[config.mk]
export PLATFORM = sky130hd
export DESIGN_NAME = ddr_wr_rr_arbiter
export DESIGN_NICKNAME = d
export VERILOG_FILES = /design/src/rtl/ddr_wr_rr_arbiter.sv
export SDC_FILE = /design/constraint.sdc
export NUM_CORES = 1
export LEC_CHECK = 0
export ABC_CLOCK_PERIOD_IN_PS = 4000
export BUFFER_PORTS_ARGS = -buffer_cell sky130_fd_sc_hd__buf_2
export CELL_PAD_IN_SITES_DETAIL_PLACEMENT = 0
export CELL_PAD_IN_SITES_GLOBAL_PLACEMENT = 1
export CORE_MARGIN = 8
export CORE_UTILIZATION = 32
export CTS_BUF_LIST = sky130_fd_sc_hd__clkbuf_16
export DETAILED_ROUTE_END_ITERATION = 8
export PLACE_DENSITY = 0.92
export SETUP_SLACK_MARGIN = 0.15
export SKIP_LAST_GASP = 1
export SLEW_MARGIN = 20
export SYNTH_ARGS = -nofsm -noshare
export SYNTH_HDL_FRONTEND = slang
export SYNTH_SLANG_ARGS = --single-unit
[constraint.sdc]
create_clock -name ddr_clk -period 4 [get_ports ddr_clk]
set_input_delay 0.2 -clock ddr_clk [delete_from_list [all_inputs] [get_ports ddr_clk]]
set_output_delay 0.2 -clock ddr_clk [all_outputs]
set_load 0.02 [all_outputs]
[src/rtl/ddr_wr_rr_arbiter.sv]
// ---------------------------------------------------------------------------
// ddr_wr_rr_arbiter
//
// Round-robin write arbiter that shares one DDR write controller between four
// write slaves. An eligible slave (request high, non-zero length) is granted,
// its start address and burst length are latched, a write command is
// handshaked with the controller, and the slave's FIFO read data is then muxed
// onto the DDR read-data bus until the controller reports the burst finished.
// A watchdog abandons any grant that lasts TIMEOUT_CYC cycles.
//
// Ports
//   ddr_clk           in   clock, rising edge
//   sys_rstn          in   asynchronous active-low reset
//   Wslave_req  [3:0] in   per-slave write request (level)
//   Wslave_addr [99:0] in  packed 25-bit start addresses, slave i at [25i+24:25i]
//   Wslave_len  [39:0] in  packed 10-bit burst lengths,   slave i at [10i+9:10i]
//   Wslave_data [127:0] in packed 32-bit FIFO data,      slave i at [32i+31:32i]
//   Wslave_ren  [3:0] out  per-slave FIFO read enable
//   grant       [3:0] out  one-hot active grant, 0 when idle
//   ready             in   controller can accept a command
//   mem_wen           out  write command strobe
//   mem_wen_valid     in   controller accepted mem_wen
//   arb_wddr_addr [24:0] out latched address of granted slave
//   arb_wddr_len  [9:0]  out latched length of granted slave
//   ddr_Rfifo_en      in   DDR side pulls one beat
//   ddr_Rfifo_data [31:0] out beat data from granted slave
//   ddr_write_finish  in   single-cycle pulse, burst written
//   timeout_err       out  single-cycle pulse on watchdog expiry
// ---------------------------------------------------------------------------
module ddr_wr_rr_arbiter #(
    parameter int TIMEOUT_CYC = 4096
) (
    input  logic         ddr_clk,
    input  logic         sys_rstn,
    input  logic [3:0]   Wslave_req,
    input  logic [99:0]  Wslave_addr,
    input  logic [39:0]  Wslave_len,
    input  logic [127:0] Wslave_data,
    output logic [3:0]   Wslave_ren,
    output logic [3:0]   grant,
    input  logic         ready,
    output logic         mem_wen,
    input  logic         mem_wen_valid,
    output logic [24:0]  arb_wddr_addr,
    output logic [9:0]   arb_wddr_len,
    input  logic         ddr_Rfifo_en,
    output logic [31:0]  ddr_Rfifo_data,
    input  logic         ddr_write_finish,
    output logic         timeout_err
);

    localparam int WD_W = $clog2(TIMEOUT_CYC + 1);
    localparam logic [WD_W-1:0] WD_LAST = WD_W'(TIMEOUT_CYC - 1);

    typedef enum logic [1:0] {
        IDLE,
        CMD,
        XFER
    } state_t;

    state_t          state;
    logic [1:0]      last_grant;
    logic [1:0]      grant_idx;
    logic [9:0]      beat_cnt;
    logic [WD_W-1:0] watchdog;

    logic [24:0]     slave_addr [4];
    logic [9:0]      slave_len  [4];
    logic [31:0]     slave_data [4];
    logic [3:0]      eligible;
    logic            pick_valid;
    logic [1:0]      pick_idx;
    logic            beat_ok;

    // Unpack the per-slave buses and qualify requests: a zero-length burst is
    // never eligible, so it can never stall the arbiter.
    always_comb begin
        for (int i = 0; i < 4; i++) begin
            slave_addr[i] = Wslave_addr[25*i +: 25];
            slave_len[i]  = Wslave_len[10*i +: 10];
            slave_data[i] = Wslave_data[32*i +: 32];
            eligible[i]   = Wslave_req[i] && (Wslave_len[10*i +: 10] != 10'd0);
        end
    end

    // Round-robin pick. The loop walks from the lowest priority (last_grant
    // itself, offset 4) down to the highest (last_grant+1), so the final
    // assignment that survives is the first eligible slave after last_grant.
    always_comb begin
        pick_valid = 1'b0;
        pick_idx   = 2'd0;
        for (int k = 4; k >= 1; k--) begin
            if (eligible[2'(last_grant + 2'(k))]) begin
                pick_valid = 1'b1;
                pick_idx   = 2'(last_grant + 2'(k));
            end
        end
    end

    // Beats beyond the latched length are swallowed: no FIFO read, zero data.
    assign beat_ok = (grant != 4'b0) && (beat_cnt < arb_wddr_len);

    always_comb begin
        Wslave_ren = 4'b0;
        if (state == XFER && beat_ok) begin
            Wslave_ren[grant_idx] = ddr_Rfifo_en;
        end
    end

    assign ddr_Rfifo_data = beat_ok ? slave_data[grant_idx] : 32'd0;

    // Main controller. Finish is tested before the watchdog in XFER so that a
    // burst completing on the expiry cycle is treated as a clean finish.
    always_ff @(posedge ddr_clk or negedge sys_rstn) begin
        if (!sys_rstn) begin
            state         <= IDLE;
            last_grant    <= 2'd3;
            grant_idx     <= 2'd0;
            grant         <= 4'b0;
            mem_wen       <= 1'b0;
            timeout_err   <= 1'b0;
            arb_wddr_addr <= 25'd0;
            arb_wddr_len  <= 10'd0;
            beat_cnt      <= 10'd0;
            watchdog      <= '0;
        end else begin
            timeout_err <= 1'b0;
            case (state)
                IDLE: begin
                    if (pick_valid) begin
                        grant         <= 4'b0001 << pick_idx;
                        grant_idx     <= pick_idx;
                        arb_wddr_addr <= slave_addr[pick_idx];
                        arb_wddr_len  <= slave_len[pick_idx];
                        beat_cnt      <= 10'd0;
                        watchdog      <= '0;
                        state         <= CMD;
                    end
                end

                CMD: begin
                    if (watchdog == WD_LAST) begin
                        timeout_err   <= 1'b1;
                        mem_wen       <= 1'b0;
                        grant         <= 4'b0;
                        arb_wddr_addr <= 25'd0;
                        arb_wddr_len  <= 10'd0;
                        beat_cnt      <= 10'd0;
                        watchdog      <= '0;
                        last_grant    <= grant_idx;
                        state         <= IDLE;
                    end else begin
                        watchdog <= watchdog + 1'b1;
                        if (mem_wen) begin
                            if (mem_wen_valid) begin
                                mem_wen <= 1'b0;
                                state   <= XFER;
                            end
                        end else if (ready) begin
                            mem_wen <= 1'b1;
                        end
                    end
                end

                XFER: begin
                    if (ddr_write_finish || (watchdog == WD_LAST)) begin
                        timeout_err   <= !ddr_write_finish;
                        mem_wen       <= 1'b0;
                        grant         <= 4'b0;
                        arb_wddr_addr <= 25'd0;
                        arb_wddr_len  <= 10'd0;
                        beat_cnt      <= 10'd0;
                        watchdog      <= '0;
                        last_grant    <= grant_idx;
                        state         <= IDLE;
                    end else begin
                        watchdog <= watchdog + 1'b1;
                        if (Wslave_ren != 4'b0) begin
                            beat_cnt <= beat_cnt + 10'd1;
                        end
                    end
                end

                default: begin
                    state <= IDLE;
                end
            endcase
        end
    end

endmodule

==> results of run 1 <==
how the worst max path moves through the flow:
stage,startpoint,cells after the start,end
after floorplan,arb_wddr_len[1],8,Wslave_ren[0]
after global placement,Wslave_len[6],10,arb_wddr_addr[15]
after detailed placement,Wslave_len[26],9,grant[3]
after CTS,arb_wddr_len[1],9,Wslave_ren[0]
after global routing,Wslave_len[26],9,grant[3]
final,Wslave_len[26],9,grant[3]
metal layers:
layer  up-vias  wire length [um]  GRT usage
li1       2919                 -          -
met1      2928              9920      0.273
met2       278             11700      0.355
met3        38              2320     0.0732
met4         2               627     0.0665
met5         -                13          0
Yosys cell counts, types with 5 or more instances:
cell	instances
a21oi_1	49
a22o_1	40
a32oi_1	34
buf_2	17
clkbuf_1	19
dfrtp_1	68
ha_1	15
inv_1	22
mux4_2	32
nand2_1	125
nand2b_1	6
nand3_1	6
nand4_1	6
nor2_1	27
nor2b_1	35
nor3_1	8
o21ai_0	13
or4_1	8
xnor2_1	5
layout make-up:
class | instances | share of cell area
Multi-Input combinational cell | 468 | 0.444
Clock buffer | 9 | 0.0289
Inverter | 22 | 0.0106
Clock inverter | 7 | 0.0145
Sequential cell | 70 | 0.225
Antenna cell | 2 | 0.000642
Tap cell | 220 | 0.0353
Timing Repair Buffer | 363 | 0.241
stage by stage:
step | area (um2) | util | hold slack [ns] | cells
after CTS | 7790 | 0.468 | 0.120 | 1159
after global placement | 7450 | 0.448 | 0.463 | 1143
after global routing | 7790 | 0.468 | 0.143 | 1160
final | 7790 | 0.468 | 0.0624 | 1161
after detailed placement | 7450 | 0.448 | 0.470 | 1143
after floorplan | 5460 | - | -0.0956 | 601
cells in the final DEF, fill, tap and decap left out, drive strengths merged, types with 3 or more instances in the layout:
master and n:
nor3 8, nor2 28, xnor2 5, o21ai 15, a22o 40, nand4 6, clkinv 4, ha 15
xor2 4, mux2i 3, nand2b 6, mux4 32, inv 22, a31o 4, nor4 5, mux2 4
o41ai 4, a211oi 4, a32oi 34, nand2 126, clkbuf 9, or4 9, bufinv 3, dfrtp 68
or3 3, and3 4, nor2b 35, nand3 6, buf 363, a21oi 50
state kept, by name (all words and copies together) (netlist names), 2 cells and up:
signal / cells
arb_wddr_addr: 25
watchdog: 13
arb_wddr_len: 10
beat_cnt: 10
grant: 4
grant_idx: 2
last_grant: 2
state: 2
logic make-up (layout without fill, tap and decap cells):
kind of cell,Yosys count,count (layout)
AOI/OAI and AO/OA,164,164
xor gates and xnor gates,9,9
adders and majority gates,15,15
buffers and inverters,63,401
DFF,70,70
muxes,39,39
other,0,2
and+or+nand+nor,241,241
power breakdown:
part	total, mW	leakage (nW)	switching, mW	internal [mW]
logic	3.68	2.83	2.21	1.47
clock network	0.906	0.167	0.301	0.605
registers	1.21	0.922	0.286	0.929
total	5.80	3.92	2.80	3.01
==> impl_results.md, run 1 <==
* Status: finished, final reports clean
* Top cells by area, synth: dfrtp_1, mux4_2, nand2_1, a22o_1, a32oi_1
* Worst setup margin at 1.11 ns
* Complex-gate fraction of the synthesized area at 0.225
* Sequential-to-total area share from yosys stat at 0.321
* Layout fillers at 1,609
* Post-route ant nets at 0
* Worst-Margin Slew at 1.14 ns
* Hold Buf Count CTS at 0
* Worst hold path type: input pin to async pin
* Syn-to-layout area delta at 42.7%
* Reg2reg path depth at 6
* Clock Skews at 0.00687 ns
* Number of remaining DRC errors at 0
* Layout Nets at 1,227
* H-tree Lvls at 3
* Crit path buffers/inverters at 2
* IO buf count at 354
* Asr flop ratio synth at 1.00
* XOR/XNOR share of the synthesized area at 0.0144
* Worst skew pair latency at 0.33 ns
* Chip height at 147 um
* Via count at 6,165
* Combinational family with the most area after synthesis: compound AO/OA/AOI/OAI gates
* Row Count at 47
* Layout cells sized above 1 at 0.459
* Finish-stage setup viols at 0
* Post-CTS setup buffers at 0
* Netlist Area Pre-Place at 5460 um2
* Worst Path Required at 4.22 ns
* Clock Root Buffer: clkbuf_16
* Max clock buf depth at 2
* Adder-Cell Fraction of Synth Area at 0.0344
* Sum of negative setup slack at 0 ns
* Ys Warns at 0
* Initial Utilization at 0.328
* RSZ-0062 raised after global routing: false
* Syn Nets at 894
* FF-to-FF setup slack at 1.33 ns
* IO Count at 355
* Tot Pwr at 5.80 mW
* Leading area contributor after synthesis: dfrtp_1
* Final slew viol count at 0
* Synth Instances at 601
* Proportion of synthesized area in mux cells at 0.146
* Gpl congestion at 0.901
* Post-synth top area share at 0.312
* First-pass detailed-route iteration total at 5
* Final Routed Wirelength at 24,600 um
* Cell family with most CP delay: compound AO/OA/AOI/OAI gates
* First-pass GRT wire length at 37,200 um
* Achievable Freq at 346 MHz
* CP Launch Type: input pin
* Die area at 21,500 um2
* CTS tree: done
* Initial antenna violation count at 2
* CP arrival at 3.10 ns
* Pre-CTS setup slack at 0.817 ns
* Drt first-iter violations at 378
* Fin crit share at 0.722
* Crit-path max cell delay at 0.61 ns
* Simple-gate portion of the synthesized area at 0.210
* Multi-input gate area at 3460 um2
* Post-cts resize count at 0
* Core box area at 16,600 um2
* Pwr Density at 745 nW/um2
* Total CTS buffers at 9
* Clk sink count at 70
* Slowest-stage cell, CP: or4_1
* Largest net degree at the start of global routing at 71
* Gr usage total at 0.220
* Clock slew at reported path FFs at 0.06 ns
* Fin crit period at 2.89 ns
* R2R Path End: beat_cnt[0]
* Leak at 3.92 nW
* Synth Area per Inst at 9.09 um2
* Crit path capture type: flip-flop
* Gr ovfl total at 0
* Max cap viols at 0
* Main synth FF type: dfrtp_1
* Die Span X at 147 um
* Hold Violations, Final at 0
* CP Cell Sequence: buf_2, or4_1, o41ai_1, nand4_1, o21a_1, o21ai_4, buf_4, nor4_1, a22o_1
* Detailed Place HPWL at 20,600 um
* Seq cells post-synth at 70
* RR Startpoint: watchdog[3]
* Critical Path Fanout Max at 31
* Slew HR at 0.241
* Setup CP Type: input pin to flip-flop
* Peak supply drop at 0.308 mV
* Register area at 1760 um2
* Netlist cell types at 53
* Vias in the first global route at 6,416
* Post-synth EDFFs at 0
* Via/cell ratio at 5.31
* WL/cell at 21.2 um
Power figures use the tool's default switching activity.
==> run 2: changes to the inputs <==
- ABC_AREA: default -> 1
- ABC_CLOCK_PERIOD_IN_PS: 4000 -> 3000
- CORE_UTILIZATION: 32 -> 29
- PLACE_DENSITY: 0.92 -> 0.88
- clock period: 4 -> 3 ns (I/O delays scaled with it)
==> run 2 against run 1 <==
Against the previous run:
- clock skew increased by 0.0011 ns
- area after synthesis increased by 12%
- global-route usage decreased by 1.2 points
- critical path type is now flip-flop to primary output
==> impl_results.md, run 2 <==
* Complex-gate fraction of the synthesized area at 0.114 (-0.111)
* Crit path buffers/inverters at 3 (+1)
* XOR/XNOR share of the synthesized area at 0.0187 (+0.00422)
* Post-route ant nets at 0 (unchanged)
* Crit path capture type: primary output
* Slew HR at 0.464 (+0.223)
* Placed Instance Area at 8110 um2 (+8.8%)
* CP Cell Sequence: inv_1, ha_1, a21oi_1, o21ai_0, a21oi_1, nand3_1, buf_4, a31oi_2, buf_2
* Main synth FF type: dfrtp_1
* Max reg flops at 25 (unchanged)
* Initial antenna violation count at 5 (+3)
* Chip height at 161 um (+9.9%)
* Gr ovfl total at 0 (unchanged)
* Worst hold path type: input pin to flip-flop
* Synth Area per Inst at 6.04 um2 (-33%)
* Via count at 7,862 (+28%)
* Top reg by flops: arb_wddr_addr
* Sum of negative setup slack at 0 ns (unchanged)
* Peak supply drop at 0.646 mV (+110%)
* Gpl congestion at 0.905 (+0.41%)
* Leading area contributor after synthesis: nand2_1
* Initial Utilization at 0.293 (-0.0349)
* Fin crit share at 0.892
* Syn-to-layout area delta at 39.0%
* Switching share of total power at 0.576 (+0.0947)
* Cell family with most CP delay: compound AO/OA/AOI/OAI gates
* Core box area at 20,800 um2 (+25%)
* Seq cells post-synth at 70 (unchanged)
* Most Frequent Cell on Critical Path: a21oi_1
* Clock Root Buffer: clkbuf_16
* Final slew viol count at 0 (unchanged)
* Post-CTS setup buffers at 0 (unchanged)
* Commonest non-fill, non-tap cell in the layout: nand2_1
* Setup CP Type: flip-flop to primary output
* WL/cell at 17.1 um (-19%)
* Gr usage total at 0.208 (-0.0123)
* Cell internal pwr at 4.11 mW (+36%)
* IO Count at 355 (unchanged)
* Reg2reg path depth at 11 (+5)
* Proportion of synthesized area in mux cells at 0 (-0.146)
* Worst Path Required at 2.85 ns (-1.37 ns)
* Worst-Margin Slew at 0.804 ns (-0.335 ns)
* First-pass GRT wire length at 43,300 um (+16%)
* Adder-Cell Fraction of Synth Area at 0.0307 (-0.00363)
* Clock power share at 0.120 (-0.036)
* Largest net degree at the start of global routing at 71 (unchanged)
* Post-synth EDFFs at 0 (unchanged)
* Layout cells sized above 1 at 0.310 (-0.149)
* Status: finished, final reports clean
* H-tree Lvls at 3 (unchanged)
* Fin crit period at 2.67 ns
* Number of remaining DRC errors at 0 (unchanged)
* Layout Nets at 1,629 (+33%)
* Vias in the first global route at 7,877 (+23%)
* Die Span X at 161 um (+9.9%)
* Leak at 4.77 nW (+22%)
* Crit path from: arb_wddr_len[5]
* Critical Path Fanout Max at 32 (+3.2%)
* RSZ-0062 raised after global routing: false
* Drt first-iter violations at 618 (+63%)
* Ys Warns at 0 (unchanged)
* CTS tree: done
* FF-to-FF setup slack at 0.38 ns (-0.95 ns)
* Synth Instances at 1,010 (+68%)
* Simple-gate portion of the synthesized area at 0.475 (+0.265)
* IO buf count at 354 (unchanged)
* Asr flop ratio synth at 1.00 (unchanged)
* Detailed Place HPWL at 21,600 um (+5.2%)
* Netlist cell types at 41 (-23%)
* Post-route cell area at 8490 um2 (+8.9%)
* Final Routed Wirelength at 27,800 um (+13%)
* Max cap viols at 0 (unchanged)
* Worst skew pair latency at 0.35 ns (+0.02 ns)
* Total CTS buffers at 9 (unchanged)
* Comb pwr share at 0.732 (+0.097)
* Most instantiated library cell after synthesis: nand2_1
* Crit path capture: ddr_Rfifo_data[5]
* WHS Path Cells at 4
* Sequential-to-total area share from yosys stat at 0.287 (-0.0339)
* Clock Skews at 0.00795 ns (+0.00107 ns)
* Netlist Area Pre-Place at 6100 um2 (+12%)
* Row Count at 53 (+13%)
* Post-synth top area share at 0.314 (+0.00195)
* Via/cell ratio at 4.85 (-8.6%)
* Number of cells on the critical path at 9 (unchanged)
* RR Startpoint: last_grant[0]
* Finish-stage setup viols at 0 (unchanged)
* Syn Nets at 1,303 (+46%)
* First-pass detailed-route iteration total at 5 (unchanged)
* Achievable Freq at 374 MHz
* Hold Violations, Final at 0 (unchanged)
* CP Launch Type: flip-flop
* Top post-synthesis cells by count: nand2_1, nand3_1, dfrtp_1, nor2_1, inv_1
* Combinational family with the most area after synthesis: simple AND/OR/NAND/NOR gates
* Clk sink count at 70 (unchanged)
* Switch Pwr at 5.59 mW (+100%)
* Commonest cells after routing, fill and taps aside: nand2_1, buf_2, nand3_1
* CP arrival at 2.52 ns (-0.58 ns)
* Top cells by area, synth: nand2_1, dfrtp_1, nand3_1, a22oi_1, a31oi_1
* Die area at 25,900 um2 (+21%)
* Crit-path max cell delay at 0.45 ns (-0.16 ns)
* Clock slew at reported path FFs at 0.06 ns (about the same)
* Slowest-stage cell, CP: dfrtp_1
* Top Registers: arb_wddr_addr x25, watchdog x13
* Sequential power share at 0.148 (-0.061)
* Pwr Density at 1140 nW/um2 (+53%)
* Max clock buf depth at 2 (unchanged)
* R2R Path End: arb_wddr_len[8]
run 2: cell count changes after synthesis, sizes merged, moves of 17 or more:
cell,delta
a22oi,+32
nor2b,-35
a22o,-40
mux4,-32
buf,+17
a31oi,+32
a32oi,-34
nand2,+389
nand3,+95
a21oi,-40
inv,+21
nor2,+19
run 2: worst min-delay path by stage:
| stage | endpoint | start | slack, ns |
|---|---|---|---|
| 2_1_floorplan | arb_wddr_addr[0] | sys_rstn | -0.15 |
| 3_3_place_gp | arb_wddr_addr[19] | sys_rstn | 0.29 |
| 3_5_place_dp | arb_wddr_addr[19] | sys_rstn | 0.29 |
| 4_1_cts | arb_wddr_addr[9] | Wslave_addr[84] | 0.16 |
| 5_1_grt | mem_wen | mem_wen_valid | 0.20 |
| 6_report | mem_wen | mem_wen_valid | 0.17 |
run 2: per-layer routing:
layer / vias to the layer above / share of wire / wire length [um] / track usage
met1: 3587 / 0.42 / 11600 / 0.260
met3: 43 / 0.075 / 2070 / 0.0550
met2: 284 / 0.48 / 13400 / 0.340
li1: 3944 / - / - / -
met4: 4 / 0.025 / 699 / 0.0690
met5: - / 0.00079 / 22 / 0
run 2: power groups by stage:
stage | registers (mW) | clock network (mW) | logic, mW
3_3_place_gp | 1.44 | 0 | 6.95
6_report | 1.44 | 1.16 | 7.09
3_5_place_dp | 1.44 | 0 | 6.99
5_1_grt | 1.47 | 1.23 | 8.03
4_1_cts | 1.43 | 1.19 | 7.00
2_1_floorplan | 1.57 | 0 | 4.90
run 2: logic make-up after synthesis:
logic type / count (synthesis)
flops: 70
buf+inv: 101
compound gates: 111
fa+ha+maj: 15
simple gates: 700
xor+xnor: 13
run 2: cell type report:
type,instances,area [um2]
diodes,4,10.0
clock buffers,9,225
clock inverters,7,96.3
fillers,2297,12300
inverters,44,165
multi-input cells,840,3940
flip-flops and latches,70,1750
well taps,275,344
repair buffers,371,1960
run 2: worst min-delay path, stage by stage:
cell     delay (ns)
buf_2          0.07
nand2_1        0.08
o21ai_0        0.10
o41ai_1        0.08
run 2: through the flow:
stage          utilization  hold WS, ns  worst slack (ns)  cells  power [mW]
2_1_floorplan            -       -0.146             0.879   1010        6.47
3_3_place_gp         0.389        0.289             0.326   1598        8.39
3_5_place_dp         0.389        0.290             0.239   1598        8.43
4_1_cts              0.405        0.164             0.213   1615        9.62
5_1_grt              0.407        0.197             0.157   1619        10.7
6_report             0.408        0.173             0.325   1620        9.69
run 2: what timing repair did:
| action | 4_1_cts | 5_1_grt |
|---|---|---|
| endpoints found under the hold margin | 33 | 0 |
| hold buffers | 1 | 0 |
| gates resized for setup | 0 | 6 |
| endpoints found under the setup margin | 0 | 52 |
